<file path="src/rtl/ex_div.sv">
// rtl/ex_div.sv - multi-cycle radix-2 restoring divider for DIV/DIVU in the EX stage
module ex_div #(
  parameter int WIDTH = 32
) (
  input  logic             clk,
  input  logic             rst,
  input  logic             flush,
  input  logic             div_start,
  input  logic             div_signed,
  input  logic [WIDTH-1:0] dividend,
  input  logic [WIDTH-1:0] divisor,
  output logic             stall_req,
  output logic             div_done,
  output logic [WIDTH-1:0] quotient,
  output logic [WIDTH-1:0] remainder,
  output logic             div_busy
);

  typedef enum logic [1:0] {IDLE, DIVZERO, CALC, DONE} state_e;

  state_e           state_q;
  logic [5:0]       cnt_q;
  logic [WIDTH-1:0] rem_q, quo_q, dsr_q;
  logic             q_neg_q, r_neg_q;
  logic [WIDTH-1:0] quotient_q, remainder_q;

  logic [WIDTH:0]   rem_sh, trial;
  logic [WIDTH-1:0] rem_d, quo_d;

  // One restoring step: shift in the next dividend bit and subtract if it fits.
  always_comb begin
    rem_sh = {rem_q, quo_q[WIDTH-1]};
    trial  = rem_sh - {1'b0, dsr_q};
    if (!trial[WIDTH]) begin
      rem_d = trial[WIDTH-1:0];
      quo_d = {quo_q[WIDTH-2:0], 1'b1};
    end else begin
      rem_d = rem_sh[WIDTH-1:0];
      quo_d = {quo_q[WIDTH-2:0], 1'b0};
    end
  end

  always_ff @(posedge clk) begin
    if (rst) begin
      state_q     <= IDLE;
      cnt_q       <= '0;
      rem_q       <= '0;
      quo_q       <= '0;
      dsr_q       <= '0;
      q_neg_q     <= 1'b0;
      r_neg_q     <= 1'b0;
      quotient_q  <= '0;
      remainder_q <= '0;
    end else if (flush) begin
      state_q <= IDLE;
      cnt_q   <= '0;
    end else begin
      case (state_q)
        IDLE: begin
          if (div_start) begin
            cnt_q <= '0;
            if (divisor == '0) begin
              quo_q   <= dividend;
              state_q <= DIVZERO;
            end else begin
              // Magnitudes only for DIV; 0x80000000 wraps to itself, which yields the overflow result.
              rem_q   <= '0;
              quo_q   <= (div_signed && dividend[WIDTH-1]) ? -dividend : dividend;
              dsr_q   <= (div_signed && divisor[WIDTH-1])  ? -divisor  : divisor;
              q_neg_q <= div_signed & (dividend[WIDTH-1] ^ divisor[WIDTH-1]);
              r_neg_q <= div_signed & dividend[WIDTH-1];
              state_q <= CALC;
            end
          end
        end
        CALC: begin
          rem_q <= rem_d;
          quo_q <= quo_d;
          cnt_q <= cnt_q + 6'd1;
          if (cnt_q == 6'(WIDTH - 1)) begin
            quotient_q  <= q_neg_q ? -quo_d : quo_d;
            remainder_q <= r_neg_q ? -rem_d : rem_d;
            state_q     <= DONE;
          end
        end
        DIVZERO: begin
          quotient_q  <= '1;
          remainder_q <= quo_q;
          state_q     <= DONE;
        end
        default: state_q <= IDLE;
      endcase
    end
  end

  assign stall_req = (state_q == IDLE && div_start && !flush) ||
                     state_q == CALC || state_q == DIVZERO;
  assign div_done  = (state_q == DONE);
  assign div_busy  = (state_q != IDLE);
  assign quotient  = quotient_q;
  assign remainder = remainder_q;

endmodule

</file>
<file path="config.mk">
export PLATFORM = sky130hd
export DESIGN_NAME = ex_div
export DESIGN_NICKNAME = d
export VERILOG_FILES = /design/src/rtl/ex_div.sv
export SDC_FILE = /design/constraint.sdc
export NUM_CORES = 1
export LEC_CHECK = 0
export CELL_PAD_IN_SITES_DETAIL_PLACEMENT = 0
export CELL_PAD_IN_SITES_GLOBAL_PLACEMENT = 1
export CORE_MARGIN = 4
export CORE_UTILIZATION = 35
export CTS_BUF_LIST = sky130_fd_sc_hd__clkbuf_16
export CTS_CLUSTER_SIZE = 24
export DETAILED_ROUTE_END_ITERATION = 12
export PLACE_DENSITY_LB_ADDON = 0.1
export SLEW_MARGIN = 20
export SYNTH_ARGS = -nofsm -noshare
export SYNTH_HDL_FRONTEND = slang
export SYNTH_SLANG_ARGS = --single-unit
</file>
<file path="constraint.sdc">
create_clock -name clk -period 9.4 [get_ports clk]
set_clock_uncertainty 0.05 [all_clocks]
set_input_delay 1.88 -clock clk [delete_from_list [all_inputs] [get_ports clk]]
set_output_delay 1.88 -clock clk [all_outputs]
set_load 0.01 [all_outputs]
</file>
* Word-level counts from Yosys, hierarchy flattened
Cells that the tools add are included.
** Word-level totals
- Bits in registers :: 170
- Bits in latches :: 0
- Memory bits (writable) :: 0
- Bits in read-only memories :: 0
- Input port bits :: 69
- Output and inout port bits :: 67
- Logic and storage cells :: 68
- Memories :: 0
** Cells by class
- Add/subtract/negate cells :: 6
- Multipliers :: 0
- Divide/modulo/power cells :: 0
- Magnitude comparators :: 0
- Equal/unequal tests :: 7
- Shift operators :: 0
- Muxes and demuxes :: 22
- Bitwise gates (word level) :: 5
- Reduce and logical (&&, ||, !) cells :: 19
** Operators by type and width (count)
- $mux W32 :: 11
- $pmux W32 S2 :: 4
- $neg A32 Y32 :: 4
- $sub A33 B32 Y33 :: 1
- $logic_not A32 Y1 :: 1
- $pmux W6 S2 :: 1
- $reduce_and A4 Y1 :: 2
- $add A6 B1 Y6 const B :: 1
- $eq A6 B5 Y1 const B :: 1
- $mux W2 :: 3
- $mux W6 :: 1
- $ne A2 B2 Y1 const B :: 3
- $pmux W2 S3 :: 1
- $reduce_and A3 Y1 :: 2
- $reduce_bool A2 Y1 :: 3
- $eq A2 B2 Y1 const B :: 2
- $logic_and A1 B1 Y1 :: 4
- $reduce_and A2 Y1 :: 2
- $and A1 B1 Y1 :: 2
- $eq A2 B1 Y1 const B :: 1
- $logic_not A2 Y1 :: 1
- $logic_or A1 B1 Y1 :: 2
- $not A1 Y1 :: 2
- $reduce_or A2 Y1 :: 1
- other kinds (3) :: 3

* Depth between registers and ports, before layout
Gate-level depths: netlist of run 1.
- Word-level depth :: 6
- Mapped depth :: 24
- Mapped depth without buffers :: 21

* Worst setup path before layout of run 1
Ideal clock, no wire load.
- Kind :: reg2reg
- Start point :: register quo_q[31]
- End point :: register quotient_q[28], in the netlist quotient[28]
- Library setup time :: 0.132 ns
- Arrival time :: 5.112 ns
- Required time :: 9.218 ns
- Setup slack :: 4.106 ns
- Stages on the path, launching flop included :: 24
- Path buffers :: 3
- Clock period less this slack :: 5.294 ns
- Cell sequence :: dfxtp_1 -> inv_1 -> ha_1 -> inv_1 -> fa_1 -> a211o_1 -> a21o_1 -> o21ai_1 -> a211oi_2 -> nor3_4 -> nor2_4 -> inv_2 -> buf_2 -> buf_2 -> buf_1 -> ha_1 -> nand2_1 -> or2_2 -> or4_1 -> or3_1 -> or2_2 -> o31ai_1 -> xor2_1 -> a21oi_1
** On the way
- Longest elaborated chain between the ends :: 6
** Ends and longest elaborated chain
- start, declared :: RTL line 23 : logic [WIDTH-1:0] rem_q, quo_q, dsr_q;
- start signal, assigned :: RTL line 63 : quo_q <= dividend;
- start signal, assigned :: RTL line 68 : quo_q <= (div_signed && dividend[WIDTH-1]) ? -dividend : dividend;
- start signal, assigned :: RTL line 78 : quo_q <= quo_d;
- $sub A33 B32 Y33 :: RTL line 33 : trial = rem_sh - {1'b0, dsr_q};
- $mux W1 :: RTL line 34 : if (!trial[WIDTH]) begin
- $neg A32 Y32 :: RTL line 81 : quotient_q <= q_neg_q ? -quo_d : quo_d;
- $mux W32 :: RTL line 81
- $mux W32 :: RTL line 80 : if (cnt_q == 6'(WIDTH - 1)) begin
- $pmux W32 S2 :: RTL line 58 : case (state_q)
- end signal, assigned :: RTL line 81
- end, declared :: RTL line 25 : logic [WIDTH-1:0] quotient_q, remainder_q;
No other way between the ends. The select of a mux whose other input is x is not followed.
A chain may end at the register's enable or synchronous reset.

* Worst setup path in the final report of run 1
Ends and elaborated chain as after synthesis.

==> run summary, run 1 <==
status -> complete, no violations
Iteration-0 DRC Markers -> 901
power per cell area -> 141.4 mW/mm^2
reg2reg setup slack -> 2950 ps
VDD IR max -> 0.0001259 V
clk slew on worst S/H paths -> 70 ps
Worst slew margin -> 0.3073
drt first pass iters -> 5
io pins -> 136
vias in the first global route -> 11,120
clock sinks -> 170
Worst Setup SP -> quo_q[31]
Post-synth EDFFs -> 0
DIE WIDTH -> 193.8 um
RSZ-0062 raised after global routing -> no
final worst-path cycle share -> 0.6860
final setup fails -> 0
worst slew pin tran -> 1039 ps
Die H -> 193.8 um
DRT antenna net count -> 0
post-CTS sizing -> 0
WL final -> 42.61 mm
Max-Cap Viols -> 0
Final GP Congestion -> 0.9255
Setup CP Type -> reg2reg
hpwl dp -> 32.44 mm
sequential-to-total area share from yosys stat -> 0.2818
setup ws final -> 2952 ps
H-tree levels -> 4
P&R area growth vs syn -> 17.58%
Site Rows -> 67
Worst-Skew Late Latency -> 440 ps
final hold violations -> 0
Clock Tree Buf Depth -> 2
GRT Total Usage -> 0.2173
WP data required -> 9670 ps
first-pass GRT wire length -> 65.56 mm
Fin Hold WS -> 406.9 ps
Post-CTS Repair Setup Buffers -> 0
synth warn -> 0
critical hold path startpoint -> dsr_q[31]
CTS Buf Count -> 17
vias per cell -> 5.579
FFs w/ async S/R, synth -> 0
nets -> 1,784
Vias -> 11,900
Design Area, Final -> 0.01420 mm^2
CTS tree -> yes
Leakage -> 0.005202 uW
ratio of cells with drive above 1 in the final layout -> 0.04629
Cell Area, Placed -> 0.01361 mm^2
root buf cell -> clkbuf_16
critical path endpoint category -> flop
CP Launch Type -> flop
largest net degree at the start of global routing -> 86
Sum Neg Setup Slack -> 0 ps
worst hold path type -> reg2reg
mapped cell area -> 0.01208 mm^2
Final min period -> 6448 ps
Port Buffer Count -> 135
initial antenna violation count -> 0
final slew viol count -> 0
Gate Count Post-Synth -> 1,625
Hold Buf Count CTS -> 0
core area -> 0.03378 mm^2
DRC viols -> 0
ys flop type -> dfxtp_1
Starting Density -> 0.3575
synth unique cells -> 80
Worst Path Max Fanout -> 41
synthesis-stage register bit count -> 170
syn_area_per_cell -> 7.432 um^2
post-place setup slack -> 3039 ps
gr ovfl total -> 0
WL/cell -> 19.98 um
Synth Net Count -> 1,736
worst r2r src -> quo_q[31]
Die ar. -> 0.03754 mm^2
ANT cells -> 0
Critical Path AT -> 6720 ps
Max Clk Rate -> 155.1 MHz
==> layer usage <==
| metal | wire [um] | track usage | vias to the layer above |
|---|---|---|---|
| met5 | 0 | 0 | - |
| met4 | 525 | 0.04065 | 0 |
| met3 | 1847 | 0.03093 | 28 |
| met2 | 19210 | 0.3482 | 306 |
| met1 | 21020 | 0.3143 | 5601 |
| li1 | - | - | 5964 |
==> through the flow <==
step / power, uW / instances / util
global placement: 1280 / 2102 / 0.4027
detailed placement: 1280 / 2102 / 0.4027
global route: 2103 / 2133 / 0.4203
finish: 2008 / 2133 / 0.4203
CTS: 2021 / 2133 / 0.4203
floorplan: 1101 / 1625 / -
==> sequential cells by signal (all words and copies together) (netlist names) <==
| signal | cells |
|---|---|
| cnt_q | 6 |
| dsr_q | 32 |
| q_neg_q | 1 |
| quo_q | 32 |
| quotient | 32 |
| r_neg_q | 1 |
| rem_q | 32 |
| remainder | 32 |
| state_q | 2 |
==> cells by family after synthesis <==
logic type | synth area share
flops | 0.2818
buf+inv | 0.05709
xor+xnor | 0.09863
simple gates | 0.2214
fa+ha+maj | 0.04414
mux | 0.02362
compound gates | 0.2733
==> worst max-delay path, cell delays in order (launching register included) <==
cell	delay (ps)
dfxtp_1	350
inv_1	110
ha_1	170
inv_1	60
fa_1	410
a211o_1	340
a21o_1	260
o21ai_1	320
a211oi_2	180
nor3_4	560
nor2_4	340
inv_2	650
ha_1	290
nand2_1	110
or2_2	330
or4_1	450
or3_1	460
or2_2	350
o31ai_1	240
xor2_1	170
a21oi_1	80
==> placed cells by master (no fill, tap or decap), types with 6 or more instances in the layout <==
cell	count
a211oi_1	44
a21o_1	14
a21oi_1	142
a22oi_1	20
a31oi_1	15
and2_1	12
and3_1	11
buf_4	13
clkbuf_16	17
clkdlybuf4s50_1	134
dfxtp_1	170
ha_1	40
inv_1	53
mux2_2	8
mux2i_1	18
nand2_1	198
nand2b_1	14
nand3_1	30
nand3b_1	11
nand4_1	13
nor2_1	145
nor2b_1	6
nor3_1	40
nor4_1	20
o211a_1	9
o211ai_1	22
o21a_1	10
o21ai_0	127
o22ai_1	12
o31ai_1	29
o41ai_1	16
or2_2	7
or3_1	18
or4_1	20
xnor2_1	51
xor2_1	85
==> area by class of cell <==
type	instances	area [um^2]
tap	448	560.5
clock inverter	14	168.9
timing repair buffer	147	1439
fill	3546	19580
sequential	170	3403
clock buffer	17	425.4
multi-input combinational	1283	8000
inverter	54	202.7
==> path summary, 6_finish.rpt <==
kind / endpoint / cells past startpoint
max: quotient[28] / 20
min: dsr_q[31] / 2
max reg2reg: quotient[28] / 20
min reg2reg: dsr_q[31] / 2
==> Yosys cell counts, drive strengths merged (4+ instances only) <==
cell type / instances / area [um^2]
and3: 11 / 68.82
o41ai: 18 / 172.7
a22oi: 20 / 150.1
o211a: 9 / 90.09
xor2: 85 / 744.5
mux2: 9 / 105.1
nand2b: 14 / 87.58
xnor2: 51 / 446.7
nor4: 22 / 158.9
nor2b: 6 / 37.54
or4: 20 / 150.1
o22ai: 12 / 75.07
and2: 12 / 75.07
a311oi: 4 / 35.03
nand3b: 11 / 82.58
o211ai: 22 / 165.2
a2111oi: 4 / 35.03
or3: 18 / 112.6
ha: 41 / 513.0
nand3: 31 / 160.1
dfxtp: 170 / 3403
o21ai: 129 / 645.6
inv: 53 / 198.9
nor2: 148 / 563.0
or2: 8 / 50.05
nand4: 13 / 81.33
o311ai: 4 / 35.03
a211oi: 45 / 342.8
clkbuf: 94 / 352.8
mux2i: 18 / 180.2
a21oi: 143 / 719.4
o21a: 11 / 90.08
nand2: 199 / 747.0
nor3: 42 / 221.5
o31a: 5 / 43.79
a31oi: 16 / 115.1
buf: 24 / 133.9
a21o: 14 / 105.1
o31ai: 29 / 217.7
a21boi: 4 / 30.03
==> report_power, final <==
part | switching, uW | internal [uW] | total [uW] | leakage [uW]
registers | 40.1 | 753 | 793 | 0.00138
logic | 291 | 183 | 474 | 0.00353
clock network | 322 | 419 | 741 | 0.000292
Power figures use the tool's default switching activity.
==> run 2, diff against run 1 <==
==> constraint.sdc (replaced) <==
create_clock -name clk -period 5.9 [get_ports clk]
set_clock_uncertainty 0.05 [all_clocks]
set_input_delay 1.18 -clock clk [delete_from_list [all_inputs] [get_ports clk]]
set_output_delay 1.18 -clock clk [all_outputs]
set_load 0.01 [all_outputs]
==> run 2 against run 1 <==
- global-route usage grew 0.94 points
- register-to-register slack worse by 2300 ps
- utilization is 0.16 points higher
- fmax is 23% higher
- critical path depth stayed put
- clock power is 52% higher
- setup slack got worse by 2300 ps
- count of clock-buffer cells in the layout is the same
- non-clock buffer count increased by 9
- largest cell class unchanged
==> run summary, run 2 (synthesis results as in run 1) <==
status -> complete, no violations
Max-Cap Viols -> 0
clk slew on worst S/H paths -> 80 ps
WP data required -> 6180 ps
Worst-Skew Late Latency -> 450 ps
Design Area, Final -> 0.01425 mm^2
power per cell area -> 222.0 mW/mm^2
P&R area growth vs syn -> 18.04%
DIE WIDTH -> 193.8 um
Setup CP Type -> reg2reg
RSZ-0062 raised after global routing -> no
Leakage -> 0.005233 uW
commonest non-fill, non-tap cells in the layout -> nand2_1, dfxtp_1, nor2_1
Post-Layout Cell Count -> 2,143
final worst-path cycle share -> 0.8867
Vias -> 12,140
ANT cells -> 0
WL final -> 44.37 mm
critical path endpoint category -> flop
nets -> 1,793
DRC viols -> 0
CTS Buf Count -> 17
vias in the first global route -> 11,300
WL/cell -> 20.71 um
Fin Hold WS -> 407.0 ps
clock sinks -> 170
worst slew pin tran -> 1087 ps
ratio of cells with drive above 1 in the final layout -> 0.05310
largest net degree at the start of global routing -> 80
DRT antenna net count -> 0
GRT Total Usage -> 0.2267
CP Capture Point -> quotient[28]
Die ar. -> 0.03754 mm^2
Final min period -> 5231 ps
Final GP Congestion -> 0.8752
initial antenna violation count -> 0
DP Cell Count -> 2,111
Port Buffer Count -> 135
Worst slew margin -> 0.2742
post-CTS sizing -> 0
most common cell after layout, fill and taps aside -> nand2_1
worst r2r src -> quo_q[31]
Hold Buf Count CTS -> 0
reg2reg setup slack -> 670 ps
Starting Density -> 0.3575
Iteration-0 DRC Markers -> 895
Total Power -> 3165 uW
CP max stage delay -> 480 ps
drt first pass iters -> 5
CP Launch Type -> flop
CP max stage cell -> a211oi_2
Site Rows -> 67
Sum Neg Setup Slack -> 0 ps
Cell Area, Placed -> 0.01368 mm^2
Crit path max-delay family -> simple AND/OR/NAND/NOR gates
core area -> 0.03378 mm^2
vias per cell -> 5.665
R2R Path End -> quotient[28]
CP Depth -> 20
first-pass GRT wire length -> 68.24 mm
final hold violations -> 0
worst hold path type -> reg2reg
final slew viol count -> 0
io pins -> 136
Cell Chain, Critical Path -> inv_1 -> ha_1 -> inv_1 -> fa_1 -> a211o_1 -> a21o_1 -> o21ai_1 -> a211oi_2 -> o21a_4 -> nor2_4 -> inv_2 -> ha_1 -> nand2_1 -> or2_2 -> or4_1 -> or3_1 -> or2_2 -> o31ai_1 -> xor2_1 -> a21oi_1
Worst Path Max Fanout -> 16
gr ovfl total -> 0
Max Clk Rate -> 191.2 MHz
Worst Setup SP -> quo_q[31]
CTS tree -> yes
Critical Path AT -> 5510 ps
Post-CTS Repair Setup Buffers -> 0
VDD IR max -> 0.0001972 V
Die H -> 193.8 um
Reg2Reg Depth -> 20
H-tree levels -> 4
WP buf/inv -> 3
Clock Tree Buf Depth -> 2
final setup fails -> 0
hpwl dp -> 33.63 mm
root buf cell -> clkbuf_16
-- run 2: cell count changes in the layout (fill, tap and decap cells not counted), moves of 2 or more --
cell / delta
buf_4: +9
bufinv_16: -3
clkinv_8: +2
inv_8: +5
-- run 2: power by group --
group / switching, uW / internal [uW]
combinational: 481 / 295
clock: 568 / 564
sequential: 58.2 / 1200
-- run 2: cell type report --
type,count,area [um^2]
Fill cell,3561,19530
Sequential cell,170,3403
Clock buffer,17,425.4
Inverter,54,202.7
Multi-Input combinational cell,1283,8006
Timing Repair Buffer,156,1506
Clock inverter,15,150.1
Tap cell,448,560.5
-- run 2: worst min-delay path by stage --
stage                  from  cells past startpoint  slack (ps)      endpoint
2_1_floorplan     dsr_q[31]                      2         380     dsr_q[31]
3_3_place_gp      dsr_q[31]                      2         390     dsr_q[31]
3_5_place_dp   remainder[7]                      2         400  remainder[7]
4_1_cts        remainder[7]                      2         410  remainder[7]
5_1_grt           dsr_q[20]                      2         450     dsr_q[20]
6_report       remainder[7]                      2         410  remainder[7]
-- run 2: metrics by stage --
stage / utilization / setup WS [ps]
5_1_grt: 0.4219 / 283.3
3_5_place_dp: 0.4049 / 760.1
4_1_cts: 0.4219 / 728.0
2_1_floorplan: - / 605.8
3_3_place_gp: 0.4049 / 845.4
6_report: 0.4219 / 668.6
-- run 2: worst reg2reg max path: stages (launching register included) --
cell and delay (ps):
dfxtp_1 410, inv_1 100, ha_1 220, inv_1 90, fa_1 220, a211o_1 190
a21o_1 260, o21ai_1 170, a211oi_2 490, o21a_4 320, nor2_4 80, inv_2 110
ha_1 170, nand2_1 110, or2_2 340, or4_1 470, or3_1 480, or2_2 360
o31ai_1 240, xor2_1 170, a21oi_1 80
-- run 2: routing by layer --
layer	global-route usage	wire length, um
met1	0.3393	22120
met3	0.02624	1806
met4	0.04196	399
met2	0.3541	20040
met5	0	0
